$ cat config.mk
export PLATFORM = sky130hd
export DESIGN_NAME = dma_channel_arbiter
export DESIGN_NICKNAME = d
export VERILOG_FILES = /design/src/rtl/dma_arbiter_pkg.sv /design/src/rtl/dma_priority_picker.sv /design/src/rtl/dma_channel_arbiter.sv
export SDC_FILE = /design/constraint.sdc
export NUM_CORES = 1
export LEC_CHECK = 0
export CORE_ASPECT_RATIO = 0.7
export CORE_MARGIN = 2
export CORE_UTILIZATION = 45
export CTS_CLUSTER_DIAMETER = 100
export DETAILED_ROUTE_END_ITERATION = 16
export PLACE_DENSITY = 0.81
export SLEW_MARGIN = 0
export SYNTH_ARGS = -nofsm -noshare
export SYNTH_HDL_FRONTEND = slang
export SYNTH_SLANG_ARGS = --single-unit
$ cat constraint.sdc
create_clock -name clock -period 2.97 [get_ports clock]
set_clock_uncertainty 0.1 [all_clocks]
set_input_delay 0.594 -clock clock [delete_from_list [all_inputs] [get_ports clock]]
set_output_delay 0.594 -clock clock [all_outputs]
set_load 0.03 [all_outputs]
$ cat src/rtl/dma_arbiter_pkg.sv
// rtl/dma_arbiter_pkg.sv - shared state type and default sizing for the DMA channel arbiter
package dma_arbiter_pkg;

  localparam int DMA_CHANNELS    = 4;
  localparam int DMA_BURST_LIMIT = 16;

  typedef enum logic [1:0] {
    IDLE,
    REQUEST,
    GRANT,
    RELEASE
  } dma_arb_state_t;

endpackage

$ cat src/rtl/dma_priority_picker.sv
// rtl/dma_priority_picker.sv - combinational first-pending search starting at a given index
module dma_priority_picker #(
  parameter  int CHANNELS = 4,
  localparam int IW       = $clog2(CHANNELS)
) (
  input  logic [CHANNELS-1:0] pending,
  input  logic [IW-1:0]       start,
  output logic [IW-1:0]       winner,
  output logic                valid
);

  // Walk the channels circularly from start; the first pending one wins.
  always_comb begin
    int idx;
    valid  = 1'b0;
    winner = '0;
    idx    = 0;
    for (int i = 0; i < CHANNELS; i++) begin
      idx = int'(start) + i;
      if (idx >= CHANNELS) idx = idx - CHANNELS;
      if (!valid && pending[idx]) begin
        valid  = 1'b1;
        winner = IW'(idx);
      end
    end
  end

endmodule

$ cat src/rtl/dma_channel_arbiter.sv
// rtl/dma_channel_arbiter.sv - HOLD/DACK bus arbiter for DMA channels; option DMA_ROTATING_PRIORITY_EN
module dma_channel_arbiter
  import dma_arbiter_pkg::*;
#(
  parameter  int CHANNELS    = DMA_CHANNELS,
  parameter  int BURST_LIMIT = DMA_BURST_LIMIT,
  localparam int IW          = $clog2(CHANNELS),
  localparam int CW          = $clog2(BURST_LIMIT + 1)
) (
  input  logic                clock,
  input  logic                reset_n,
  input  logic [CHANNELS-1:0] dma_request,
  input  logic [CHANNELS-1:0] channel_mask,
  input  logic                hold_acknowledge,
  input  logic                transfer_done,
  input  logic                terminal_count,
  input  logic                status_read,
  output logic                hold_request,
  output logic [CHANNELS-1:0] dma_acknowledge_n,
  output logic [IW-1:0]       active_channel,
  output logic                bus_owned,
  output logic [CHANNELS-1:0] terminal_count_status
);

  localparam logic [CW-1:0] BURST_LAST = CW'(BURST_LIMIT - 1);

  dma_arb_state_t      state, state_d;
  logic [CW-1:0]       burst_cnt, burst_cnt_d;
  logic                hrq_d, owned_d;
  logic [CHANNELS-1:0] dack_d, tcs_d;
  logic [IW-1:0]       active_d;

  logic [CHANNELS-1:0] pending;
  logic [IW-1:0]       pick_start, pick_winner;
  logic                pick_valid;

  assign pending = dma_request & ~channel_mask;

`ifdef DMA_ROTATING_PRIORITY_EN
  logic [IW-1:0] last_granted;
  logic          grant_taken;

  assign grant_taken = (state == REQUEST) && hold_acknowledge && pick_valid;
  assign pick_start  = (last_granted == IW'(CHANNELS - 1)) ? '0 : last_granted + 1'b1;

  // Remember the most recent grant so it drops to lowest priority next time.
  always_ff @(posedge clock) begin
    if (!reset_n) last_granted <= IW'(CHANNELS - 1);
    else if (grant_taken) last_granted <= pick_winner;
  end
`else
  assign pick_start = '0;
`endif

  dma_priority_picker #(.CHANNELS(CHANNELS)) u_picker (
    .pending (pending),
    .start   (pick_start),
    .winner  (pick_winner),
    .valid   (pick_valid)
  );

  // Next-state and next-output logic; every output is registered below.
  always_comb begin
    state_d     = state;
    hrq_d       = hold_request;
    dack_d      = dma_acknowledge_n;
    active_d    = active_channel;
    owned_d     = bus_owned;
    burst_cnt_d = burst_cnt;
    tcs_d       = status_read ? '0 : terminal_count_status;

    case (state)
      IDLE: begin
        if (pick_valid) begin
          active_d = pick_winner;
          hrq_d    = 1'b1;
          state_d  = REQUEST;
        end
      end
      REQUEST: begin
        // HRQ stays up until the CPU answers, even if demand vanished.
        if (hold_acknowledge) begin
          if (pick_valid) begin
            active_d    = pick_winner;
            dack_d      = ~(CHANNELS'(1) << pick_winner);
            owned_d     = 1'b1;
            burst_cnt_d = '0;
            state_d     = GRANT;
          end else begin
            hrq_d   = 1'b0;
            state_d = RELEASE;
          end
        end
      end
      GRANT: begin
        if (transfer_done && terminal_count) tcs_d[active_channel] = 1'b1;
        if (!hold_acknowledge) begin
          hrq_d   = 1'b0;
          dack_d  = '1;
          owned_d = 1'b0;
          state_d = IDLE;
        end else if (transfer_done) begin
          burst_cnt_d = burst_cnt + 1'b1;
          if (terminal_count || !dma_request[active_channel] ||
              channel_mask[active_channel] || (burst_cnt == BURST_LAST)) begin
            hrq_d   = 1'b0;
            dack_d  = '1;
            owned_d = 1'b0;
            state_d = RELEASE;
          end
        end
      end
      RELEASE: begin
        hrq_d   = 1'b0;
        dack_d  = '1;
        owned_d = 1'b0;
        if (!hold_acknowledge) state_d = IDLE;
      end
      default: begin
        hrq_d   = 1'b0;
        dack_d  = '1;
        owned_d = 1'b0;
        state_d = IDLE;
      end
    endcase
  end

  // State and registered outputs.
  always_ff @(posedge clock) begin
    if (!reset_n) begin
      state                 <= IDLE;
      hold_request          <= 1'b0;
      dma_acknowledge_n     <= '1;
      active_channel        <= '0;
      bus_owned             <= 1'b0;
      terminal_count_status <= '0;
      burst_cnt             <= '0;
    end else begin
      state                 <= state_d;
      hold_request          <= hrq_d;
      dma_acknowledge_n     <= dack_d;
      active_channel        <= active_d;
      bus_owned             <= owned_d;
      terminal_count_status <= tcs_d;
      burst_cnt             <= burst_cnt_d;
    end
  end

endmodule

==> results of run 1 <==
## kinds of logic (layout without fill, tap and decap cells)
kind of cell,count (synthesis),in the layout,share of synthesized area (%)
AOI/OAI and AO/OA,29,29,20.4
xor gates and xnor gates,3,3,2.55
adders and majority gates,2,2,2.42
buffers and inverters,10,35,3.88
DFF,19,19,36.8
muxes,5,5,6.06
and+or+nand+nor,55,55,27.9
## cell usage in the layout (no fill, tap or decap), types with 2 or more instances in the layout
cell type,n
a21oi_1,5
clkbuf_4,3
o211ai_1,3
a211oi_1,2
a41oi_1,2
and2_1,2
nand2b_1,5
o21ai_0,4
o21ai_1,3
ha_1,2
nor3_1,3
and3_1,4
nor2_1,18
nand2_2,2
nor2b_1,4
dfxtp_1,19
mux2i_1,4
nand2_1,7
nand3_1,4
clkdlybuf4s50_1,25
a22oi_1,2
xor2_1,2
inv_1,5
## synth_stat cells
cell,instances
a211oi_1,2
a21oi_1,5
a221o_1,1
a221oi_2,1
a22oi_1,2
a22oi_2,1
a2bb2oi_1,1
a31o_1,1
a41oi_1,2
and2_1,2
and3_1,4
buf_2,2
clkbuf_1,2
dfxtp_1,19
ha_1,2
inv_1,5
inv_2,1
mux2i_1,4
mux4_2,1
nand2_1,7
nand2_2,2
nand2b_1,5
nand3_1,4
nand4_1,1
nand4_2,1
nor2_1,18
nor2_4,1
nor2b_1,4
nor2b_2,1
nor3_1,3
nor4_1,1
o211ai_1,3
o21a_1,1
o21ai_0,4
o21ai_1,3
o21ai_2,1
o2bb2ai_1,1
or2b_1,1
xnor2_1,1
xor2_1,2
## state kept, by name, indices dropped and copies added, names as in the netlist
register	cells
bus_owned	1
dma_acknowledge_n	4
hold_request	1
active_channel	2
burst_cnt	5
state	2
terminal_count_status	4
## report_power, final
part / total [mW] / internal, mW / switching, mW
Combinational: 0.134 / 0.0616 / 0.0724
Clock: 0.134 / 0.0503 / 0.0833
Sequential: 0.285 / 0.267 / 0.0177
Total: 0.552 / 0.379 / 0.173
## metrics by stage
| stage | cell area (sq um) | hold WS [ns] |
|---|---|---|
| finish | 1330 | 0.383 |
| global route | 1330 | 0.403 |
| CTS | 1330 | 0.389 |
| detailed placement | 1310 | 0.361 |
| global placement | 1310 | 0.358 |
| floorplan | 1030 | 0.360 |
## layout make-up
cell class | count | area [sq um]
fill | 209 | 822
multi-input combinational | 94 | 612
sequential | 19 | 380
timing repair buffer | 25 | 250
tap | 32 | 40.0
clock buffer | 3 | 22.5
inverter | 6 | 22.5
clock inverter | 1 | 5.00
## layer usage
metal / vias to the layer above / GRT usage [%] / wire length [microns] / share of wire [%]
li1: 488 / - / - / -
met1: 436 / 29.6 / 1160 / 48
met2: 42 / 30.9 / 1060 / 43
met3: 2 / 4.39 / 192 / 7.9
met4: 0 / 5.22 / 24 / 0.98
met5: - / 0 / 0 / 0
## worst reg2reg max path, stage by stage (launching register included)
cell	delay (ns)
dfxtp_1	0.35
ha_1	0.22
and3_1	0.19
ha_1	0.20
nor2_4	0.11
nand2_2	0.07
a221o_1	0.35
a22oi_2	0.13
## final timing paths
kind	cells past startpoint	endpoint	from	slack, ns
max	1	active_channel[0]	active_channel[0]	0.77
min	1	bus_owned	bus_owned	0.38
max reg2reg	7	hold_request	burst_cnt[0]	1.18
min reg2reg	1	bus_owned	bus_owned	0.38
==> flow_summary_export.csv, run 1 <==
group,metric,value,unit
pwr,power.total,0.552,mW
cts,cts_tree,"done",
sta,setup_tns,0,ns
placed_design,place_inst,176,
yosys,seq_area_frac_synth,36.8,%
sta,hold_viol,0,
die,ios,26,
detailed_routing,routedWlPerCell,13.5,microns
die,start_util,47.9,%
die,fp.dieH,44.1,microns
worst_setup_path,cp-end-kind,"primary output",
detailed_routing,first_pass_iters,4,
global_route,grtUsageTotal,20.4,%
yosys,synth_cell_types,40,
pwr,power.leakage,0.518,nW
yosys,synth_top_cell_area_share,36.8,%
sta,maxSlewViolCount,0,
sta,worst_pin_slew,0.493,ns
flow_run,drv_cap,0,
cts,cts_resized,0,
die,die_w,61.2,microns
yosys,synth_area,1030,sq um
layout,nets,165,
cts,postCtsSetupBuffers,0,
detailed_routing,ant_nets,0,
worst_setup_path,cp_cell_sequence,"clkdlybuf4s50_1",
sta,worst_slack,0.773,ns
placed_design,gp_congestion,0.867,
sta,rsz0062_at_grt,"false",
sta,slew_headroom,66.8,%
worst_setup_path,criticalPathCategory,"register to primary output",
detailed_routing,avgViaCountPerCell,5.38,
detailed_routing,drtIter0Drc,43,
worst_setup_path,critPathTopFamily,"buffers and inverters",
placed_design,hpwl,1930,microns
global_route,grt_pass1_vias,851,
worst_setup_path,crit_path_top_delay_cell,"clkdlybuf4s50_1",
worst_hold_path,hold_class,"register to register",
cts,clock_latency,0.30,ns
cts,h-tree-depth,1,
cts,cts_inserted_buffers,3,
global_route,antenna_found_initial,0,
worst_setup_path,cp_num_buf_inv,1,
worst_setup_path,cpPeakStageDelay,0.73,ns
worst_setup_path,crit_path_max_fanout,6,
die,die-area,2700,sq um
sta,period_needed,2.20,ns
cts,clkSinkCount,19,
yosys,ys_warn_count,0,
yosys,postSynthAreaPerCell,8.39,sq um
layout,n_antenna_cell,0,
yosys,ys_ff_latch,19,
cts,ctsHoldBuffers,0,
layout,utilization,61.8,%
cts,root_buffer,"clkbuf_4",
run_status,outcome,"finished, final reports clean",
detailed_routing,vias,968,
sta,timing.fmax,0.455,GHz
worst_setup_path,start_kind,"register",
sta,setup_viol,0,
placed_design,port_buffers,25,
detailed_routing,drc,0,
layout,area_delta_synth_final,29.1,%
yosys,synth.net_count,139,
die,coreArea,2150,sq um
cts,clockBufferDepth,2,
layout,fin_cells,180,
placed_design,place_ws,0.575,ns
sta,finalCritPeriodShare,74.0,%
worst_setup_path,arrival,1.50,ns
worst_setup_path,critical_path_required,2.28,ns
pwr,power.density,415,nW/um^2
layout,drive_above_1_share,9.46,%
global_route,grt_pass1_wl,4070,microns
die,num_rows,14,
pwr,ir_drop,0.273,mV
detailed_routing,routed_wl,2440,microns
global_route,grt_overflow,0,
yosys,yosys.area.top_type,"dfxtp_1",
yosys,synth_area_leaders,"dfxtp_1, nor2_1, mux2i_1",
yosys,syn_inst,123,
global_route,grt_max_degree,14,
cts,path_clk_slew,0.11,ns
(Power assumes the default switching activity.)
==> run 2: changes to the inputs <==
--- a/config.mk
+++ b/config.mk
@@ -7,7 +7,7 @@
 export LEC_CHECK = 0
 export CORE_ASPECT_RATIO = 0.7
 export CORE_MARGIN = 2
-export CORE_UTILIZATION = 45
+export CORE_UTILIZATION = 43
 export CTS_CLUSTER_DIAMETER = 100
 export DETAILED_ROUTE_END_ITERATION = 16
 export PLACE_DENSITY = 0.81
==> constraint.sdc (replaced) <==
create_clock -name clock -period 2 [get_ports clock]
set_clock_uncertainty 0.1 [all_clocks]
set_input_delay 0.4 -clock clock [delete_from_list [all_inputs] [get_ports clock]]
set_output_delay 0.4 -clock clock [all_outputs]
set_load 0.03 [all_outputs]
==> run 2 against run 1 <==
  * Largest cell class unchanged
  * Die area increased by 4.3%
  * Worst hold slack better by 0.012 ns
  * Routed wire length increased by 16%
  * Non-clock buffer count increased by 20
  * Largest power group unchanged
  * Critical path depth is the same
  * Global-route usage is 1.5 points higher
  * Total power is 58% higher
  * Cell count increased by 11%
==> flow_summary_export.csv, run 2 (synthesis results as in run 1) <==
group,metric,value,unit
cts,ctsHoldBuffers,0,
cts,postCtsSetupBuffers,0,
sta,slew_headroom,69.1,%
global_route,antenna_found_initial,0,
detailed_routing,first_pass_iters,4,
cts,clock_latency,0.31,ns
global_route,grt_pass1_wl,4690,microns
layout,top_register,"burst_cnt",
worst_setup_path,r2r_setup_slack,0.21,ns
placed_design,port_buffers,25,
die,die-area,2810,sq um
worst_hold_path,whs_path_depth,1,
sta,fin_hold_ws,0.395,ns
detailed_routing,drtIter0Drc,49,
layout,layout_common_cells,"clkdlybuf4s50_1, buf_4, dfxtp_1, nor2_1, nand2_1",
pwr,ir_drop,0.369,mV
layout,area_delta_synth_final,43.8,%
detailed_routing,avgViaCountPerCell,5.47,
cts,h-tree-depth,1,
global_route,grt_pass1_vias,1056,
run_status,outcome,"finished, final reports clean",
layout,nets,185,
worst_setup_path,cp_num_buf_inv,1,
detailed_routing,routedWlPerCell,14.1,microns
worst_setup_path,criticalPathCategory,"register to primary output",
sta,setup_tns,0,ns
layout,layout_commonest_cell,"clkdlybuf4s50_1",
detailed_routing,drc,0,
layout,n_antenna_cell,0,
detailed_routing,routed_wl,2820,microns
die,start_util,46.8,%
sta,worst_pin_slew,0.463,ns
placed_design,place_ws,-0.190,ns
worst_setup_path,reg2reg_depth,7,
worst_setup_path,startpoint,"hold_request",
sta,rsz0062_at_grt,"false",
sta,finalCritPeriodShare,95.7,%
placed_design,hpwl,2270,microns
cts,root_buffer,"clkbuf_4",
layout,reg_top3,"burst_cnt x5, dma_acknowledge_n x4, terminal_count_status x4",
worst_hold_path,hold_class,"register to register",
die,num_rows,14,
worst_setup_path,r2r-start,"burst_cnt[0]",
worst_setup_path,start_kind,"register",
worst_hold_path,hp-start,"bus_owned",
worst_setup_path,r2r_end,"hold_request",
global_route,grt_max_degree,13,
die,fp.dieH,45.0,microns
placed_design,place_inst,196,
cts,cts_inserted_buffers,3,
layout,largest_reg_flops,5,
die,coreArea,2210,sq um
cts,cts_tree,"done",
die,ios,26,
detailed_routing,ant_nets,0,
flow_run,drv_cap,0,
worst_setup_path,crit_path_top_delay_cell,"clkdlybuf4s50_1",
worst_setup_path,critical_path_required,1.50,ns
sta,maxSlewViolCount,0,
detailed_routing,vias,1094,
worst_setup_path,cp-end-kind,"primary output",
die,die_w,62.6,microns
worst_hold_path,min_to,"bus_owned",
cts,path_clk_slew,0.11,ns
sta,hold_viol,0,
sta,period_needed,1.91,ns
sta,worst_slack,0.0869,ns
global_route,grtUsageTotal,21.9,%
layout,drive_above_1_share,20.2,%
pwr,power.leakage,0.633,nW
sta,timing.fmax,0.523,GHz
worst_setup_path,cp_cell_sequence,"clkdlybuf4s50_1",
worst_setup_path,arrival,1.41,ns
global_route,grt_overflow,0,
sta,setup_viol,0,
placed_design,gp_congestion,0.914,
cts,clockBufferDepth,2,
pwr,power.density,588,nW/um^2
cts,clkSinkCount,19,
layout,fin_cells,200,
worst_setup_path,crit_path_max_fanout,4,
worst_setup_path,cpPeakStageDelay,0.70,ns
worst_setup_path,critPathTopFamily,"buffers and inverters",
==> run 2: per-stage QoR <==
step	utilization [%]	instance area [sq um]	power, mW
floorplan	-	1030	0.552
global placement	65.9	1460	0.662
detailed placement	65.9	1460	0.671
CTS	67.1	1480	0.867
global route	67.2	1480	0.897
finish	67.2	1480	0.872
==> run 2: worst max path at each step <==
stage	to	slack [ns]	cells after the start
final	hold_request	0.09	1
after global routing	bus_owned	0.02	8
after CTS	active_channel[1]	0.03	1
after detailed placement	bus_owned	-0.19	8
after global placement	bus_owned	-0.11	8
after floorplan	bus_owned	0.22	4
==> run 2: where the power goes <==
group	switching, mW	total [mW]	internal [mW]
Clock	0.134	0.209	0.0749
Sequential	0.0230	0.420	0.397
Combinational	0.124	0.244	0.120
Total	0.281	0.872	0.591
==> run 2: area by class of cell <==
class	count	area (sq um)
Multi-Input combinational cell	94	612
Tap cell	32	40.0
Inverter	6	22.5
Sequential cell	19	380
Clock inverter	1	5.00
Clock buffer	3	22.5
Fill cell	205	723
Timing Repair Buffer	45	402
==> run 2: timing repair <==
item | CTS | global route
endpoints found under the setup margin | 1 | 1
pin swaps | 0 | 0
gates resized for setup | 1 | 1
==> run 2: per-layer routing <==
metal  vias to the layer above  wire [microns]  GRT usage [%]
li1                        529               -              -
met1                       511            1280           27.1
met2                        50            1280           36.6
met3                         4             209           4.49
met4                         0              47           13.3
met5                         -               0              0
==> run 3: changes to the inputs <==
--- a/config.mk
+++ b/config.mk
@@ -9,6 +9,7 @@
 export CORE_MARGIN = 2
 export CORE_UTILIZATION = 43
 export CTS_CLUSTER_DIAMETER = 100
+export CTS_CLUSTER_SIZE = 25
 export DETAILED_ROUTE_END_ITERATION = 16
 export PLACE_DENSITY = 0.81
 export SLEW_MARGIN = 0
==> results of run 3 <==
Same layout as run 2: the final DEF is identical, and so are final timing and power.
